<file path="src/rtl/ft245_fifo_if.sv">
// ft245_fifo_if: FT245-style USB FIFO initiator with a 6809-facing data/status register pair.
// Revision 1.0 - initial release
`timescale 1ns/1ps
`default_nettype none

module ft245_fifo_if #(
  parameter int unsigned RD_PULSE = 4,
  parameter int unsigned WR_PULSE = 4,
  parameter int unsigned RECOVERY = 3
) (
  input  logic       E,
  input  logic       RES,
  input  logic       RD_STB,
  input  logic       WR_STB,
  input  logic       ADDR,
  input  logic [7:0] DIN,
  output logic [7:0] DOUT,
  output logic       IRQ,
  input  logic       nRXF,
  input  logic       TXE,
  output logic       nRD,
  output logic       WR,
  input  logic [7:0] FD_IN,
  output logic [7:0] FD_OUT,
  output logic       FD_OE
);

  localparam int unsigned CNT_W = 8;

  typedef enum logic [2:0] {
    S_IDLE     = 3'd0,
    S_RD_LOW   = 3'd1,
    S_WR_SETUP = 3'd2,
    S_WR_HIGH  = 3'd3,
    S_WR_HOLD  = 3'd4,
    S_REC      = 3'd5
  } state_t;

  state_t             state_q, state_d;
  logic [CNT_W-1:0]   cnt_q, cnt_d;
  logic               last_tx_q, last_tx_d;
  logic               nrxf_meta_q, nrxf_sync_q;
  logic               txe_meta_q, txe_sync_q;
  logic [7:0]         rx_hold_q, rx_hold_d;
  logic               rx_av_q, rx_av_d;
  logic [7:0]         tx_hold_q, tx_hold_d;
  logic               tx_full_q, tx_full_d;
  logic               tx_ovr_q, tx_ovr_d;
  logic               irq_en_q, irq_en_d;
  logic               nrd_q, nrd_d;
  logic               wr_q, wr_d;
  logic               fd_oe_q, fd_oe_d;
  logic [7:0]         fd_out_q, fd_out_d;

  logic               rx_elig;
  logic               tx_elig;

  always_ff @(posedge E) begin
    if (RES) begin
      state_q     <= S_IDLE;
      cnt_q       <= '0;
      last_tx_q   <= 1'b1;
      nrxf_meta_q <= 1'b1;
      nrxf_sync_q <= 1'b1;
      txe_meta_q  <= 1'b1;
      txe_sync_q  <= 1'b1;
      rx_hold_q   <= '0;
      rx_av_q     <= 1'b0;
      tx_hold_q   <= '0;
      tx_full_q   <= 1'b0;
      tx_ovr_q    <= 1'b0;
      irq_en_q    <= 1'b0;
      nrd_q       <= 1'b1;
      wr_q        <= 1'b0;
      fd_oe_q     <= 1'b0;
      fd_out_q    <= '0;
    end else begin
      state_q     <= state_d;
      cnt_q       <= cnt_d;
      last_tx_q   <= last_tx_d;
      nrxf_meta_q <= nRXF;
      nrxf_sync_q <= nrxf_meta_q;
      txe_meta_q  <= TXE;
      txe_sync_q  <= txe_meta_q;
      rx_hold_q   <= rx_hold_d;
      rx_av_q     <= rx_av_d;
      tx_hold_q   <= tx_hold_d;
      tx_full_q   <= tx_full_d;
      tx_ovr_q    <= tx_ovr_d;
      irq_en_q    <= irq_en_d;
      nrd_q       <= nrd_d;
      wr_q        <= wr_d;
      fd_oe_q     <= fd_oe_d;
      fd_out_q    <= fd_out_d;
    end
  end

  always_comb begin
    state_d   = state_q;
    cnt_d     = cnt_q;
    last_tx_d = last_tx_q;
    rx_hold_d = rx_hold_q;
    rx_av_d   = rx_av_q;
    tx_hold_d = tx_hold_q;
    tx_full_d = tx_full_q;
    tx_ovr_d  = tx_ovr_q;
    irq_en_d  = irq_en_q;
    fd_out_d  = fd_out_q;
    rx_elig   = ~rx_av_q & ~nrxf_sync_q;
    tx_elig   = tx_full_q & ~txe_sync_q;

    if (WR_STB && ADDR) begin
      irq_en_d = DIN[0];
    end
    if (RD_STB && !ADDR) begin
      rx_av_d = 1'b0;
    end
    if (RD_STB && ADDR) begin
      tx_ovr_d = 1'b0;
    end
    if (WR_STB && !ADDR) begin
      if (tx_full_q) begin
        tx_ovr_d = 1'b1;
      end else begin
        tx_hold_d = DIN;
        tx_full_d = 1'b1;
      end
    end

    // FSM updates come last so a completing transfer wins over a same-cycle CPU access.
    case (state_q)
      S_IDLE: begin
        if (rx_elig && (!tx_elig || last_tx_q)) begin
          state_d   = S_RD_LOW;
          cnt_d     = CNT_W'(RD_PULSE - 1);
          last_tx_d = 1'b0;
        end else if (tx_elig) begin
          state_d   = S_WR_SETUP;
          fd_out_d  = tx_hold_q;
          tx_full_d = 1'b0;
          last_tx_d = 1'b1;
        end
      end
      S_RD_LOW: begin
        if (cnt_q == '0) begin
          rx_hold_d = FD_IN;
          rx_av_d   = 1'b1;
          state_d   = S_REC;
          cnt_d     = CNT_W'(RECOVERY - 1);
        end else begin
          cnt_d = cnt_q - CNT_W'(1);
        end
      end
      S_WR_SETUP: begin
        state_d = S_WR_HIGH;
        cnt_d   = CNT_W'(WR_PULSE - 1);
      end
      S_WR_HIGH: begin
        if (cnt_q == '0) begin
          state_d = S_WR_HOLD;
        end else begin
          cnt_d = cnt_q - CNT_W'(1);
        end
      end
      S_WR_HOLD: begin
        state_d = S_REC;
        cnt_d   = CNT_W'(RECOVERY - 1);
      end
      S_REC: begin
        if (cnt_q == '0) begin
          state_d = S_IDLE;
        end else begin
          cnt_d = cnt_q - CNT_W'(1);
        end
      end
      default: begin
        state_d = S_IDLE;
      end
    endcase

    // Strobes are decoded from the next state and registered, so pins never glitch.
    nrd_d   = (state_d != S_RD_LOW);
    wr_d    = (state_d == S_WR_HIGH);
    fd_oe_d = (state_d == S_WR_SETUP) || (state_d == S_WR_HIGH) || (state_d == S_WR_HOLD);
  end

  always_comb begin
    if (ADDR) begin
      DOUT = {rx_av_q, ~tx_full_q, 1'b0, tx_ovr_q, 3'b000, irq_en_q};
    end else begin
      DOUT = rx_hold_q;
    end
  end

  assign IRQ    = rx_av_q & irq_en_q;
  assign nRD    = nrd_q;
  assign WR     = wr_q;
  assign FD_OE  = fd_oe_q;
  assign FD_OUT = fd_out_q;

endmodule

`default_nettype wire
</file>
<file path="config.mk">
export PLATFORM = sky130hd
export DESIGN_NAME = ft245_fifo_if
export DESIGN_NICKNAME = d
export VERILOG_FILES = /design/src/rtl/ft245_fifo_if.sv
export SDC_FILE = /design/constraint.sdc
export NUM_CORES = 1
export LEC_CHECK = 0
export CORE_ASPECT_RATIO = 1.1
export CORE_MARGIN = 2
export CORE_UTILIZATION = 25
export DETAILED_ROUTE_END_ITERATION = 10
export GPL_ROUTABILITY_DRIVEN = 0
export HOLD_SLACK_MARGIN = 0.1
export SYNTH_ARGS = -nofsm -noshare
export SYNTH_HDL_FRONTEND = slang
export SYNTH_SLANG_ARGS = --single-unit
</file>
<file path="constraint.sdc">
create_clock -name E -period 1.64 [get_ports E]
set_clock_uncertainty 0.15 [all_clocks]
set_input_delay 0.328 -clock E [delete_from_list [all_inputs] [get_ports E]]
set_output_delay 0.328 -clock E [all_outputs]
set_load 0.05 [all_outputs]
</file>
Word level (Yosys, flattened, before mapping)
Cells that the tools add are included.
{"block": "word_totals", "register_bits": 47, "in_bits": 23, "out_inout_bits": 20, "elab_cells": 80}
{"block": "classes", "n_addsub": 1, "n_eq_ne": 11, "muxes": 23, "bitwise": 8, "reduce_logical": 20}
{"operator": "one-hot mux 8 bit (5 select lines)", "count": 1}
{"operator": "2-to-1 mux 8 bit", "count": 4}
{"operator": "one-hot mux 3 bit (6 select lines)", "count": 1}
{"operator": "2-to-1 mux 3 bit", "count": 5}
{"operator": "== test 3 x 2 -> 1 bit (second input constant)", "count": 4}
{"operator": "2-to-1 mux 1 bit", "count": 12}
{"operator": "== test 3 bit (second input constant)", "count": 3}
{"operator": "zero test 8 bit", "count": 1}
{"operator": "subtractor 8 x 1 -> 8 bit (second input constant)", "count": 1}
{"operator": "AND reduction 2 bit", "count": 3}
{"operator": "AND reduction 3 bit", "count": 2}
{"operator": "logical AND 1 bit", "count": 5}
{"operator": "NOT 1 bit", "count": 5}
{"operator": "nonzero test 5 bit", "count": 1}
{"operator": "inequality test 2 bit (second input constant)", "count": 2}
{"operator": "AND 1 bit", "count": 3}
{"operator": "== test 3 x 1 -> 1 bit (second input constant)", "count": 1}
{"operator": "zero test 3 bit", "count": 1}
{"operator": "logical OR 1 bit", "count": 3}
{"operator": "inequality test 3 x 1 -> 1 bit (second input constant)", "count": 1}
{"operator": "zero test 1 bit", "count": 2}
{"operator": "nonzero test 2 bit", "count": 1}
{"operator": "OR reduction 2 bit", "count": 1}

Depth between registers and ports, before layout
Gate-level depths: netlist of the first run.
{"block": "logic_depth", "depth_word": 10, "depth_mapped": 7, "ltp_nobuf": 7}

Worst setup path before layout of the first run
OpenSTA, ideal clock, no wires.
{"block": "synth_timing", "path_type": "in2out", "startpoint": "input ADDR", "endpoint": "output DOUT[6]", "arrival_ns": 1.405, "required_ns": 1.162, "path_slack_ns": -0.243, "cell_stages": 3, "n_path_buf": 1, "cell_sequence": "clkbuf_1 -> nor2_1 -> a21oi_1"}
{"block": "synth_via", "elab_chain_len": 1}
{"element": "start: declaration", "line_no": "15", "source": "input logic ADDR,"}
{"element": "2-to-1 mux 8 bit", "line_no": "188", "source": "if (ADDR) begin"}
{"element": "end: declaration", "line_no": "17", "source": "output logic [7:0] DOUT,"}
Every way passes these cells.

Worst setup path in the final report of the first run
{"block": "layout_timing", "startpoint": "register cnt_q[1]", "endpoint": "register cnt_q[0]"}
{"block": "layout_via", "elab_chain_len": 3, "word_cells_on_any_way": 5, "cone_classes": "eq/ne (1); mux (2); reduce/logical (2)"}
{"element": "start: declaration", "line_no": "40", "source": "logic [CNT_W-1:0] cnt_q, cnt_d;"}
{"element": "start signal: assignment", "line_no": "79", "source": "cnt_q <= cnt_d;"}
{"element": "zero test 8 bit (*)", "line_no": "145, 159, 170"}
{"element": "2-to-1 mux 8 bit or inequality test 2 bit (tied branches)"}
{"element": "one-hot mux 8 bit (5 select lines) or AND reduction 3 bit (tied branches)"}
Every way passes the cells marked *; elsewhere a longest branch is shown, timed or not.
A chain may end at the register's enable or synchronous reset.

==> results, run 1 <==
- The run finished, with violations left.
- The checks that failed: negative setup slack.
- The number of antenna violations at the first check in global routing was 0.
- The worst hold-check path type is flop to flop.
- The detail route stage leaves a number of antenna-violating nets equal to 0.
- Counting distinct cell types in the post-synthesis netlist gives 35.
- The total congestion overflow after global routing is 0.
- By area, the combinational part of the netlist is dominated by simple AND/OR/NAND/NOR gates.
- Clock tree synthesis inserted a total of 5 buffers.
- The async set or reset register ratio after synthesis is 0%.
- The synthesized netlist devotes roughly 1.3% of its cell area to adder and majority cells.
- Counting every net in the synthesized netlist gives between 200 and 250.
- For this design the ratio of total power to cell area is roughly 1100 nW/um^2.
- IR analysis of the VDD net gives a maximum drop of around 0.00041 V.
- The critical path class is flop to flop.
- Cells with a size suffix above 1 make up between 40 and 50% of the layout.
- The post-route total power is 3.717 mW.
- The starting density of the core is between 20% and 30%.
- The tree built by TritonCTS fans out to 47 sinks.
- The total area inside the core boundary comes to around 7600 um^2.
- The number of detailed-routing iterations run before antenna repair is 4.
- The worst relative slew slack is 75.67%.
- The clock latency at the later pin of the worst-skew pair is between 0.3 and 0.4 ns.
- The vias per cell is 4.502.
- The net count of the finished layout is between 300 and 400.
- The first-pass GRT wire length is between 8000 and 9000 um.
- The final design instance area without fill is 3343 um^2.
- For the worst setup path, the data required time is roughly 1.7 ns.
- The die height is 97 um.
- The combined area of all synthesized cells is a little under 2000 um^2.
- The slowest cell on the critical path is sky130_fd_sc_hd__dfxtp_2.
- The clock tree synthesis step divided the H-tree into 2 levels.
- The number of hold buffers added after cts is 0.
- The post-synthesis sequential element count is 47.
- The I/O pin total is 43.
- The routed layout has 1,837 vias.
- The via count of the first global-routing pass is 1,763.
- The initialized floorplan defines 33 standard-cell rows.
- Of the total synthesized cell area, the portion taken by AND, OR, NAND and NOR gates is 24.25%.
- The wire length after detailed routing is 5141 um.
- The data arrival time of the critical path is between 1.5 and 2 ns.
- The kind of cell with the highest combined delay along the critical path is compound AO/OA/AOI/OAI gates.
- Dividing the detail-routed wire length by the instance count gives between 10 and 15 um.
- Setup violations remaining at the end of the flow were counted as 17.
- Summing the sequential cell areas from Yosys gives 47.87% of the chip area.
- The xor and xnor area share after synthesis is 0%.
- The die outline width is 88.55 um.
- In this run the worst path has a maximum fanout of 5.
- For the pin with the worst max-slew slack, the measured transition is about 0.36 ns.
- After layout, the worst path uses 107.2% of the clock period.
- Fill cells in the final layout number 707.
- The diode insertion count for antenna repair is 0.
- The post-route setup TNS is -1.132 ns.
- STA classifies the critical path endpoint as a flop.
- The number of pins exceeding their max-slew limit in the final report is 0.
- The tool flagged a number of max-cap violations equal to 0.
- The HPWL after detailed placement is 3281 um.
- Counting along the longest clock path gives a buffer depth of 2.
- The number of enable flip-flop cells after synthesis is 0.
- The placed instances occupy a cell area of about 2900 um^2.
- The worst setup margin is -0.1180 ns.
- The complex-gate fraction of the synthesized area is 12.22%.
- On the worst path, the slowest cell contributes a delay of approximately 0.34 ns.
- The number of standard cells after synthesis is approximately 220.
- The nature of the critical path startpoint is a flop.
- The fmax is around 570 MHz.
- TritonCTS built the clock tree.
- The count of buffers from port buffering is 42.
- The tree is rooted in a sky130_fd_sc_hd__clkbuf_8.
- Entering global routing, the biggest net connects 28 pins.
- A synthesized cell averages between 8 and 9 um^2.
- From synthesis to final layout, the design area changed by 70.08%.
- For this run, design rule violations remaining after detail routing come to 0.
- Setup repair after global routing could not meet its margin everywhere.
- Together, buffers and inverters on the worst path number 2.
- The worst path in the final design needs a cycle of between 1.5 and 2 ns, including I/O delays and setup.
- The number of violations reported at the end of detailed-routing iteration 0 is around 100.
- For this run, the total global-route usage over all layers was measured as 11.80%.
- Among all flip-flop cells after synthesis, the most frequent one is sky130_fd_sc_hd__dfxtp_1.
- The floorplan die area is 8589 um^2.
- In this run the static leakage power is 1.348 nW.
- The Yosys step of the flow raised 0 warnings.
- The number of failing hold endpoints at the final stage is 0.
- The critical path goes through inv_2, ha_4, and3b_2, a32oi_2, buf_4, a21oi_4, a21oi_2, a221oi_2.
- The clock slew at the register clock pins of the worst setup and hold paths is 0.09 ns.
- The share of cell area taken by muxes after synthesis is between 10% and 20%.
state kept, by name, indices dropped and copies added (netlist names):
name and count:
FD_OUT 8, cnt_q 8, rx_hold_q 8, tx_hold_q 8, state_q 3, FD_OE 1
WR 1, irq_en_q 1, last_tx_q 1, nRD 1, nrxf_meta_q 1, nrxf_sync_q 1
rx_av_q 1, tx_full_q 1, tx_ovr_q 1, txe_meta_q 1, txe_sync_q 1
final timing paths:
kind                               start                     end  slack (ns)  depth (start not counted)
setup reg to reg   cnt_q[1]$_SDFFE_PP0P_   cnt_q[0]$_SDFFE_PP0P_       -0.12                          8
setup / recovery   cnt_q[1]$_SDFFE_PP0P_   cnt_q[0]$_SDFFE_PP0P_       -0.12                          8
hold / removal    nrxf_meta_q$_SDFF_PP1_  nrxf_sync_q$_SDFF_PP1_        0.26                          1
hold reg to reg   nrxf_meta_q$_SDFF_PP1_  nrxf_sync_q$_SDFF_PP1_        0.26                          1
worst register-to-register path, cell delays in order, from the launching register on:
cell and delay, ns:
sky130_fd_sc_hd__dfxtp_2 0.34, sky130_fd_sc_hd__inv_2 0.07, sky130_fd_sc_hd__ha_4 0.14, sky130_fd_sc_hd__and3b_2 0.20, sky130_fd_sc_hd__a32oi_2 0.10, sky130_fd_sc_hd__buf_4 0.17
sky130_fd_sc_hd__a21oi_4 0.23, sky130_fd_sc_hd__a21oi_2 0.06, sky130_fd_sc_hd__a221oi_2 0.22
where the power goes:
group | switching (mW) | internal, mW
Sequential | 0.0750 | 1.25
Combinational | 0.788 | 0.696
Clock | 0.412 | 0.502
cell families after synthesis:
logic type	after synthesis
AOI/OAI and AO/OA	39
adders and majority gates	2
buffers and inverters	18
DFF	47
muxes	20
and+or+nand+nor	97
layer usage:
metal / up-vias / share of wire [%] / GRT usage, % / wire [um]
met5: - / 0 / 0 / 0
met4: 0 / 1.2 / 3.963 / 61
met3: 7 / 4.7 / 3.072 / 241
met2: 43 / 48 / 18.74 / 2472
met1: 866 / 46 / 15.38 / 2366
li1: 921 / - / - / -
repair_timing:
action / in CTS / in global routing
gates cloned: 1 / 1
setup buffers: 4 / 3
endpoints found under the hold margin: 0 / 0
endpoints found under the setup margin: 29 / 35
gates resized for setup: 20 / 46
pin swaps: 5 / 23
per-stage QoR:
step	cells	utilization [%]	worst slack, ns	hold WS [ns]
after floorplan	223	-	-0.07371	0.2395
after CTS	404	41.99	-0.1029	0.2533
after global placement	391	38.81	-0.2842	0.2439
final	408	44.25	-0.1180	0.2580
after detailed placement	391	38.81	-0.2899	0.2473
after global routing	408	44.25	-0.1606	0.2650
cell usage after synthesis (3+ instances only):
cell type / number / area share [%]
sky130_fd_sc_hd__nand3_1: 5 / 1.3
sky130_fd_sc_hd__nor3b_1: 3 / 1.1
sky130_fd_sc_hd__o21ai_0: 4 / 1.0
sky130_fd_sc_hd__mux2i_1: 16 / 8.1
sky130_fd_sc_hd__dfxtp_1: 47 / 48
sky130_fd_sc_hd__inv_1: 8 / 1.5
sky130_fd_sc_hd__o32ai_1: 5 / 2.2
sky130_fd_sc_hd__nor2b_1: 4 / 1.3
sky130_fd_sc_hd__clkbuf_1: 6 / 1.1
sky130_fd_sc_hd__nand2_1: 35 / 6.7
sky130_fd_sc_hd__or2_2: 4 / 1.3
sky130_fd_sc_hd__nand4_1: 4 / 1.3
sky130_fd_sc_hd__mux2_2: 4 / 2.3
sky130_fd_sc_hd__a21oi_1: 23 / 5.9
sky130_fd_sc_hd__nor2_1: 31 / 5.9
cells in the final DEF, fill, tap and decap left out, types with 2 or more instances in the layout:
cell type                         instances
sky130_fd_sc_hd__dfxtp_1                 41
sky130_fd_sc_hd__buf_4                   31
sky130_fd_sc_hd__nor2_1                  29
sky130_fd_sc_hd__nand2_1                 22
sky130_fd_sc_hd__clkdlybuf4s50_1         21
sky130_fd_sc_hd__buf_12                  19
sky130_fd_sc_hd__mux2i_1                 16
sky130_fd_sc_hd__a21oi_2                 15
sky130_fd_sc_hd__nand2_2                 11
sky130_fd_sc_hd__a21oi_1                  8
sky130_fd_sc_hd__buf_6                    8
sky130_fd_sc_hd__inv_1                    6
sky130_fd_sc_hd__clkbuf_8                 6
sky130_fd_sc_hd__dfxtp_2                  5
sky130_fd_sc_hd__nand3_1                  4
sky130_fd_sc_hd__nand4_1                  4
sky130_fd_sc_hd__o32ai_2                  4
sky130_fd_sc_hd__or2_2                    4
sky130_fd_sc_hd__nor2b_2                  3
sky130_fd_sc_hd__mux2_2                   3
sky130_fd_sc_hd__inv_2                    2
sky130_fd_sc_hd__nor2_2                   2
sky130_fd_sc_hd__nor3b_2                  2
sky130_fd_sc_hd__nand2b_1                 2
sky130_fd_sc_hd__a21oi_4                  2
sky130_fd_sc_hd__o21ai_0                  2
sky130_fd_sc_hd__o21ai_1                  2
sky130_fd_sc_hd__nand2_4                  2
final cells by class:
type / count / area (um^2) / share of cell area [%]
clock buffer: 6 / 82.58 / 2.470
multi-input combinational: 159 / 1187 / 35.52
inverter: 9 / 33.78 / 1.010
tap: 105 / 131.4 / 3.930
timing repair buffer: 80 / 918.4 / 27.47
sequential: 47 / 950.9 / 28.44
clock inverter: 2 / 38.79 / 1.160
Note: power is estimated with default switching activity, not from simulation.
==> inputs of run 2 (changes only) <==
--- a/config.mk
+++ b/config.mk
@@ -10,4 +10,5 @@
 export CORE_UTILIZATION = 25
 export DETAILED_ROUTE_END_ITERATION = 10
+export DONT_BUFFER_PORTS = 1
 export GPL_ROUTABILITY_DRIVEN = 0
 export HOLD_SLACK_MARGIN = 0.1
==> constraint.sdc (replaced) <==
create_clock -name E -period 1.64 [get_ports E]
set_clock_uncertainty 0.15 [all_clocks]
set_input_delay 0.164 -clock E [delete_from_list [all_inputs] [get_ports E]]
set_output_delay 0.164 -clock E [all_outputs]
set_load 0.05 [all_outputs]
==> results, run 2 (synthesis gave the netlist of run 1 again) <==
- The critical path starts at cnt_q[3]$_SDFFE_PP0P_.
- The number of buffers inserted during clock tree synthesis was 5 (unchanged).
- The startpoint identified for the worst hold timing path is RES.
- The die outline width is 88.55 um (unchanged).
- The highest ir drop seen on vdd is 0.0004728 V (+17%).
- The number of violations reported at the end of detailed-routing iteration 0 is 96 (-6.8%).
- The die height came to 97 um (unchanged).
- The floorplan die area is 8589 um^2 (unchanged).
- The via count of the first global-routing pass came to 1,742 (-1.2%).
- The clock slew at the register clock pins of the worst setup and hold paths is 0.09 ns (about the same).
- The final layout net count was 322 (-1.5%).
- The diode insertion count for antenna repair came to 0 (unchanged).
- The count of buffers from port buffering is 0 (-100%).
- The final antenna-violating net count is 0 (unchanged).
- The number of pins exceeding their max-slew limit in the final report came to 0 (unchanged).
- The final reports fail on negative setup slack.
- The total number of clock tree sinks is 47 (unchanged).
- The post-layout utilization of the core is 40.47% (-3.8 points).
- The nature of the critical path endpoint is a flop.
- The data arrival time of the critical path is 1.82 ns (-0.02 ns).
- The final cell count without fillers is 402 (-1.5%).
- The number of standard-cell rows in the floorplan is 33 (unchanged).
- STA classifies the critical path startpoint as a flop.
- The TritonCTS clock tree is done.
- The number of detailed-routing iterations run before antenna repair is 4 (unchanged).
- The core region area is 7556 um^2 (unchanged).
- The flow ran to the end, but the final reports show violations.
- The worst-margin pin slew came to 0.4976 ns (+0.1339 ns).
- The post-route DRC violation count is 0 (unchanged).
- The cell count after placement is 355 (-9.2%).
- The total congestion overflow after global routing is 0 (unchanged).
- The routed length per instance is 13.43 um (+6.6%).
- The final hold slack is 0.01888 ns (-0.2391 ns).
- The area added between synthesis and finish is 55.57%.
- The startpoint identified for the worst register-to-register timing path is cnt_q[3]$_SDFFE_PP0P_.
- The maximum fanout along the worst path is 8 (+3).
- The final critical-path share of the clock period is 107.7% (+0.51 points).
- The number of maximum-capacitance constraint violations is 0 (unchanged).
- The clock latency at the later pin of the worst-skew pair is 0.29 ns (-0.02 ns).
- The level count of the clock H-tree was 2 (unchanged).
- The vias per cell is 4.527 (+0.55%).
- The wire length after detailed routing was 5400 um (+5.0%).
- The time the worst path needs with I/O delays and setup is 1.766 ns (+0.008422 ns).
- The total routing usage reported by global routing was 11.97% (+0.16 points).
- The number of antenna violations at the first check in global routing was 0 (unchanged).
- The worst hold-check path type is primary input to flop.
- The data required time at the worst endpoint came to 1.69 ns (-0.03 ns).
- The fmax came to 566.1 MHz (-0.48%).
- The maximum number of pins on one net before global-route repair is 46 (+64%).
- The leakage power figure is 1.251 nW (-7.2%).
- The starting density of the core was 26.01% (unchanged).
- The I/O pin total came to 43 (unchanged).
- Leaving out fill and tap cells, the most frequent cells in the layout are 41 x sky130_fd_sc_hd__dfxtp_1, 38 x sky130_fd_sc_hd__buf_4, 33 x sky130_fd_sc_hd__nand2_1.
- The total placed instance area is 2365 um^2 (-19%).
- The final design instance area without fill is 3058 um^2 (-8.5%).
- The number of setup violations in the final report is 16 (-1).
- CTS placed an instance of sky130_fd_sc_hd__clkbuf_8 at the clock tree root.
- The maximum number of buffers from clock root to sink was 2 (unchanged).
- The vias after detailed routing is 1,820 (-0.93%).
- The first-pass GRT wire length is 8183 um (+0.94%).
- Leaving out fill and tap cells, the most frequent cell in the layout is sky130_fd_sc_hd__dfxtp_1.
- The fraction of layout instances using a drive strength above 1 is 36.36% (-8.9 points).
- The power per cell area is 1154 nW/um^2 (+3.8%).
- The number of failing hold endpoints at the final stage is 0 (unchanged).
- Setup repair after global routing could not meet its margin everywhere.
- The HPWL after detailed placement is 3177 um (-3.2%).
- The worst setup path is of the flop to flop kind.
- The worst setup margin is -0.1264 ns (-0.008422 ns).
- The worst relative slew slack is 66.78% (-8.9 points).
[run 2: cell types whose count changed in the layout (fill, tap and decap cells not counted), sizes merged]
cell / delta
clkbuf: -1
buf: -11
dlygate4sd3: +29
clkdlybuf4s50: -21
inv: -1
a21oi: -1
[run 2: power breakdown]
group / switching [mW] / internal, mW / leakage, nW
clock: 0.372 / 0.447 / 0.0513
combinational: 0.747 / 0.640 / 0.815
sequential: 0.0799 / 1.24 / 0.385
total: 1.20 / 2.33 / 1.25
[run 2: worst paths after layout]
| check | to | slack [ns] | cells past startpoint |
|---|---|---|---|
| max reg2reg | cnt_q[2]$_SDFFE_PP0P_ | -0.13 | 6 |
| min | rx_hold_q[6]$_SDFFE_PP0P_ | 0.02 | 2 |
| min reg2reg | rx_hold_q[5]$_SDFFE_PP0P_ | 0.30 | 2 |
| max | cnt_q[2]$_SDFFE_PP0P_ | -0.13 | 6 |
[run 2: area by class of cell]
| class | instances | area [um^2] |
|---|---|---|
| Timing Repair Buffer | 76 | 685.7 |
| Fill cell | 746 | 4498 |
| Clock inverter | 1 | 30.03 |
| Tap cell | 105 | 131.4 |
| Clock buffer | 6 | 72.57 |
| Multi-Input combinational cell | 158 | 1156 |
| Sequential cell | 47 | 948.4 |
| Inverter | 9 | 33.78 |
[run 2: timing repair]
item | 4_1_cts | 5_1_grt
hold buffers | 10 | 20
buffers inserted | 8 | 2
endpoints found under the setup margin | 21 | 31
hold endpoints to repair | 47 | 38
gates resized for setup | 22 | 28
pin swaps | 5 | 15
[run 2: metrics by stage]
| stage | worst slack (ns) | setup TNS [ns] | power (mW) |
|---|---|---|---|
| 4_1_cts | -0.1119 | -0.8958 | 3.331 |
| 3_5_place_dp | -0.1581 | -1.408 | 2.249 |
| 6_report | -0.1264 | -0.8983 | 3.529 |
| 5_1_grt | -0.1768 | -2.969 | 3.740 |
| 2_1_floorplan | -0.001885 | -0.001885 | 1.996 |
| 3_3_place_gp | -0.07691 | -0.4012 | 2.227 |
[run 2: critical path, cell delays in order, from the launching register on]
cell                      delay (ns)
sky130_fd_sc_hd__dfxtp_2        0.35
sky130_fd_sc_hd__nor3_4         0.26
sky130_fd_sc_hd__buf_6          0.15
sky130_fd_sc_hd__a32oi_4        0.12
sky130_fd_sc_hd__a21oi_4        0.34
sky130_fd_sc_hd__a21oi_2        0.08
sky130_fd_sc_hd__o32ai_2        0.23
[run 2: metal layers]
metal  GRT usage (%)  vias up  share of wire [%]  routed length, um
met5               0        -                  0                  0
met4           3.147        0               0.54                 29
met3           3.328        4                5.1                276
met2           19.84       47                 52               2815
met1           15.08      863                 42               2278
li1                -      906                  -                  -
==> inputs of run 3 (changes only) <==
- CTS_CLUSTER_SIZE: default -> 25
==> results of run 3 <==
The final DEF is identical to that of run 2; final timing and power are the same.
==> variant: new RTL, flow settings as in run 3 <==
Set the localparam `CNT_W` to 6 (it was 8).
--- a/src/rtl/ft245_fifo_if.sv
+++ b/src/rtl/ft245_fifo_if.sv
@@ -25,7 +25,7 @@
   output logic       FD_OE
 );
 
-  localparam int unsigned CNT_W = 8;
+  localparam int unsigned CNT_W = 6;
 
   typedef enum logic [2:0] {
     S_IDLE     = 3'd0,
Check against the original RTL: no difference found for any inputs over 10 cycles, from zero or initial values; that may be too few to reach the edited logic, so the function may still have changed.
==> variant against run 3 <==
The run still ends with setup timing left. Total power shrank 7.6%. Sequential share of layout area increased by 2.0 points. First-iteration DRC count fell by 22%. Sequential cell count shrank 2. Critical path depth fell by 2. Routed wire length fell by 12%. Setup slack better by 0.077 ns. Final area shrank 11%. Synthesized area is 2.7% lower. Worst hold slack gained 0.088 ns. Synthesized cell count is 9.0% lower.
==> variant: results (changes against run 3) <==
| Metric | Value |
|---|---|
| Worst path arrival time | `1.74 ns (-0.08 ns)` |
| Vias/cell | `4.62 (+2.1%)` |
| Initial antenna violation count | `0 (unchanged)` |
| TNS Setup | `-0.0509 ns (+0.847 ns)` |
| Async set-reset flop share out of synthesis | `0% (unchanged)` |
| Post-synth top cells | `dfxtp_1 (45), nor2_1 (35), mux2i_1 (26)` |
| LEAKAGE | `1.19 nW (-4.7%)` |
| Clock root cell | `clkbuf_8` |
| Failing checks | `setup timing` |
| Num CTS Buffers | `5 (unchanged)` |
| Largest net degree at the start of global routing | `43 (-6.5%)` |
| Port bufs | `0 (unchanged)` |
| Post-synth EDFFs | `0 (unchanged)` |
| Drt pass-1 iters | `4 (unchanged)` |
| Slew @ Worst Pin | `0.498 ns (+0.000862 ns)` |
| GRT Total Usage | `11.3% (-0.69 points)` |
| Critical Path Fanout Max | `3 (-5)` |
| Clock Latency Late Sink | `0.30 ns` |
| Hold depth | `4 (+2)` |
| Syn_nets | `227 (-8.5%)` |
| Wire per inst | `13.7 um (+1.7%)` |
| DP Area | `0.00227 mm2 (-3.9%)` |
| Htree depth | `2 (unchanged)` |
| Initial DRC count | `75 (-22%)` |
| Cell variety after synth | `41 (+17%)` |
| Setup WS post-layout | `-0.0496 ns (+0.0768 ns)` |
| Final net count | `285 (-11%)` |
| Synth warn | `0 (unchanged)` |
| Diode count | `0 (unchanged)` |
| Worst r2r path cells | `4 (-2)` |
| Share of post-route cells with drive strength above 1 | `27.9% (-8.5 points)` |
| Placed Instances | `315 (-11%)` |
| Post-Route WL | `4.77 mm (-12%)` |
| First-pass GRT wire length | `7.45 mm (-9.0%)` |
| Vias in the first global route | `1604 (-7.9%)` |
| CTS max path bufs | `2 (unchanged)` |
| Fill cell total of the finished layout | `747 (+0.13%)` |
| Status | `finished with violations` |
| HP Class | `primary input to register` |
| Final setup vio count | `2 (-14)` |
| Max VDD drop | `0.622 mV (+31%)` |
| Worst-path clk slew | `0.09 ns (about the same)` |
| Top post-synthesis cells by area | `dfxtp_1 (47%), mux2i_1 (14%), nor2_1 (6.9%)` |
| Mapped Cells | `203 (-9.0%)` |
| Post-DP HPWL | `3.08 mm (-3.2%)` |
| Seq/Total Area, Yosys | `47.1% (-0.75 points)` |
-- variant: critical path: stages, from the launching register on --
cell	delay [ns]
dfxtp_2	0.33
or3_4	0.38
o31a_1	0.25
o311a_1	0.29
a41o_1	0.20
-- variant: where the power goes --
group          switching (W)  internal [W]
clock network       0.000383      0.000495
registers          0.0000875       0.00120
logic               0.000541      0.000557
-- variant: stage by stage --
step / util (%) / setup slack, ns
floorplan: - / -0.0163
global placement: 30.6 / -0.0125
detailed placement: 30.6 / -0.0722
CTS: 35.8 / -0.0500
global route: 36.8 / -0.0943
finish: 36.8 / -0.0496
-- variant: final cells by class --
type	instances	area share (%)
clock buffer	6	3.02
clock inverter	2	1.37
sequential	45	33.0
multi-input combinational	137	35.7
tap	87	3.98
inverter	9	1.24
timing repair buffer	63	21.6
-- variant: kinds of logic after synthesis --
kind of cell    count (synthesis)  synth area share [%]
flops                          45                  47.1
simple gates                   77                  20.0
compound gates                 29                  11.3
buf+inv                        21                  5.04
mux                            30                  16.0
fa+ha+maj                       1                 0.654
-- variant: routing by layer --
metal	vias up	wire length, um	track usage, %
met1	765	1920	13.0
met5	-	0	0
met3	6	201	3.43
met2	28	2600	20.1
met4	0	49	3.08
li1	814	-	-
-- variant: worst paths after layout --
check	end	slack [ns]	startpoint
worst max-delay path	cnt_q[5]$_SDFFE_PP0P_	-0.05	cnt_q[1]$_SDFFE_PP0P_
worst min-delay path	tx_hold_q[3]$_SDFFE_PP0P_	0.11	ADDR
worst max register to register	cnt_q[5]$_SDFFE_PP0P_	-0.05	cnt_q[1]$_SDFFE_PP0P_
worst min register to register	txe_sync_q$_SDFF_PP1_	0.26	txe_meta_q$_SDFF_PP1_
-- variant: what timing repair did --
item | 4_1_cts | 5_1_grt
resized for setup | 4 | 10
endpoints found under the setup margin | 6 | 17
buffers inserted | 1 | 0
pin swaps | 1 | 2
hold buffers | 24 | 0
cloned | 0 | 1
hold endpoints to repair | 44 | 0
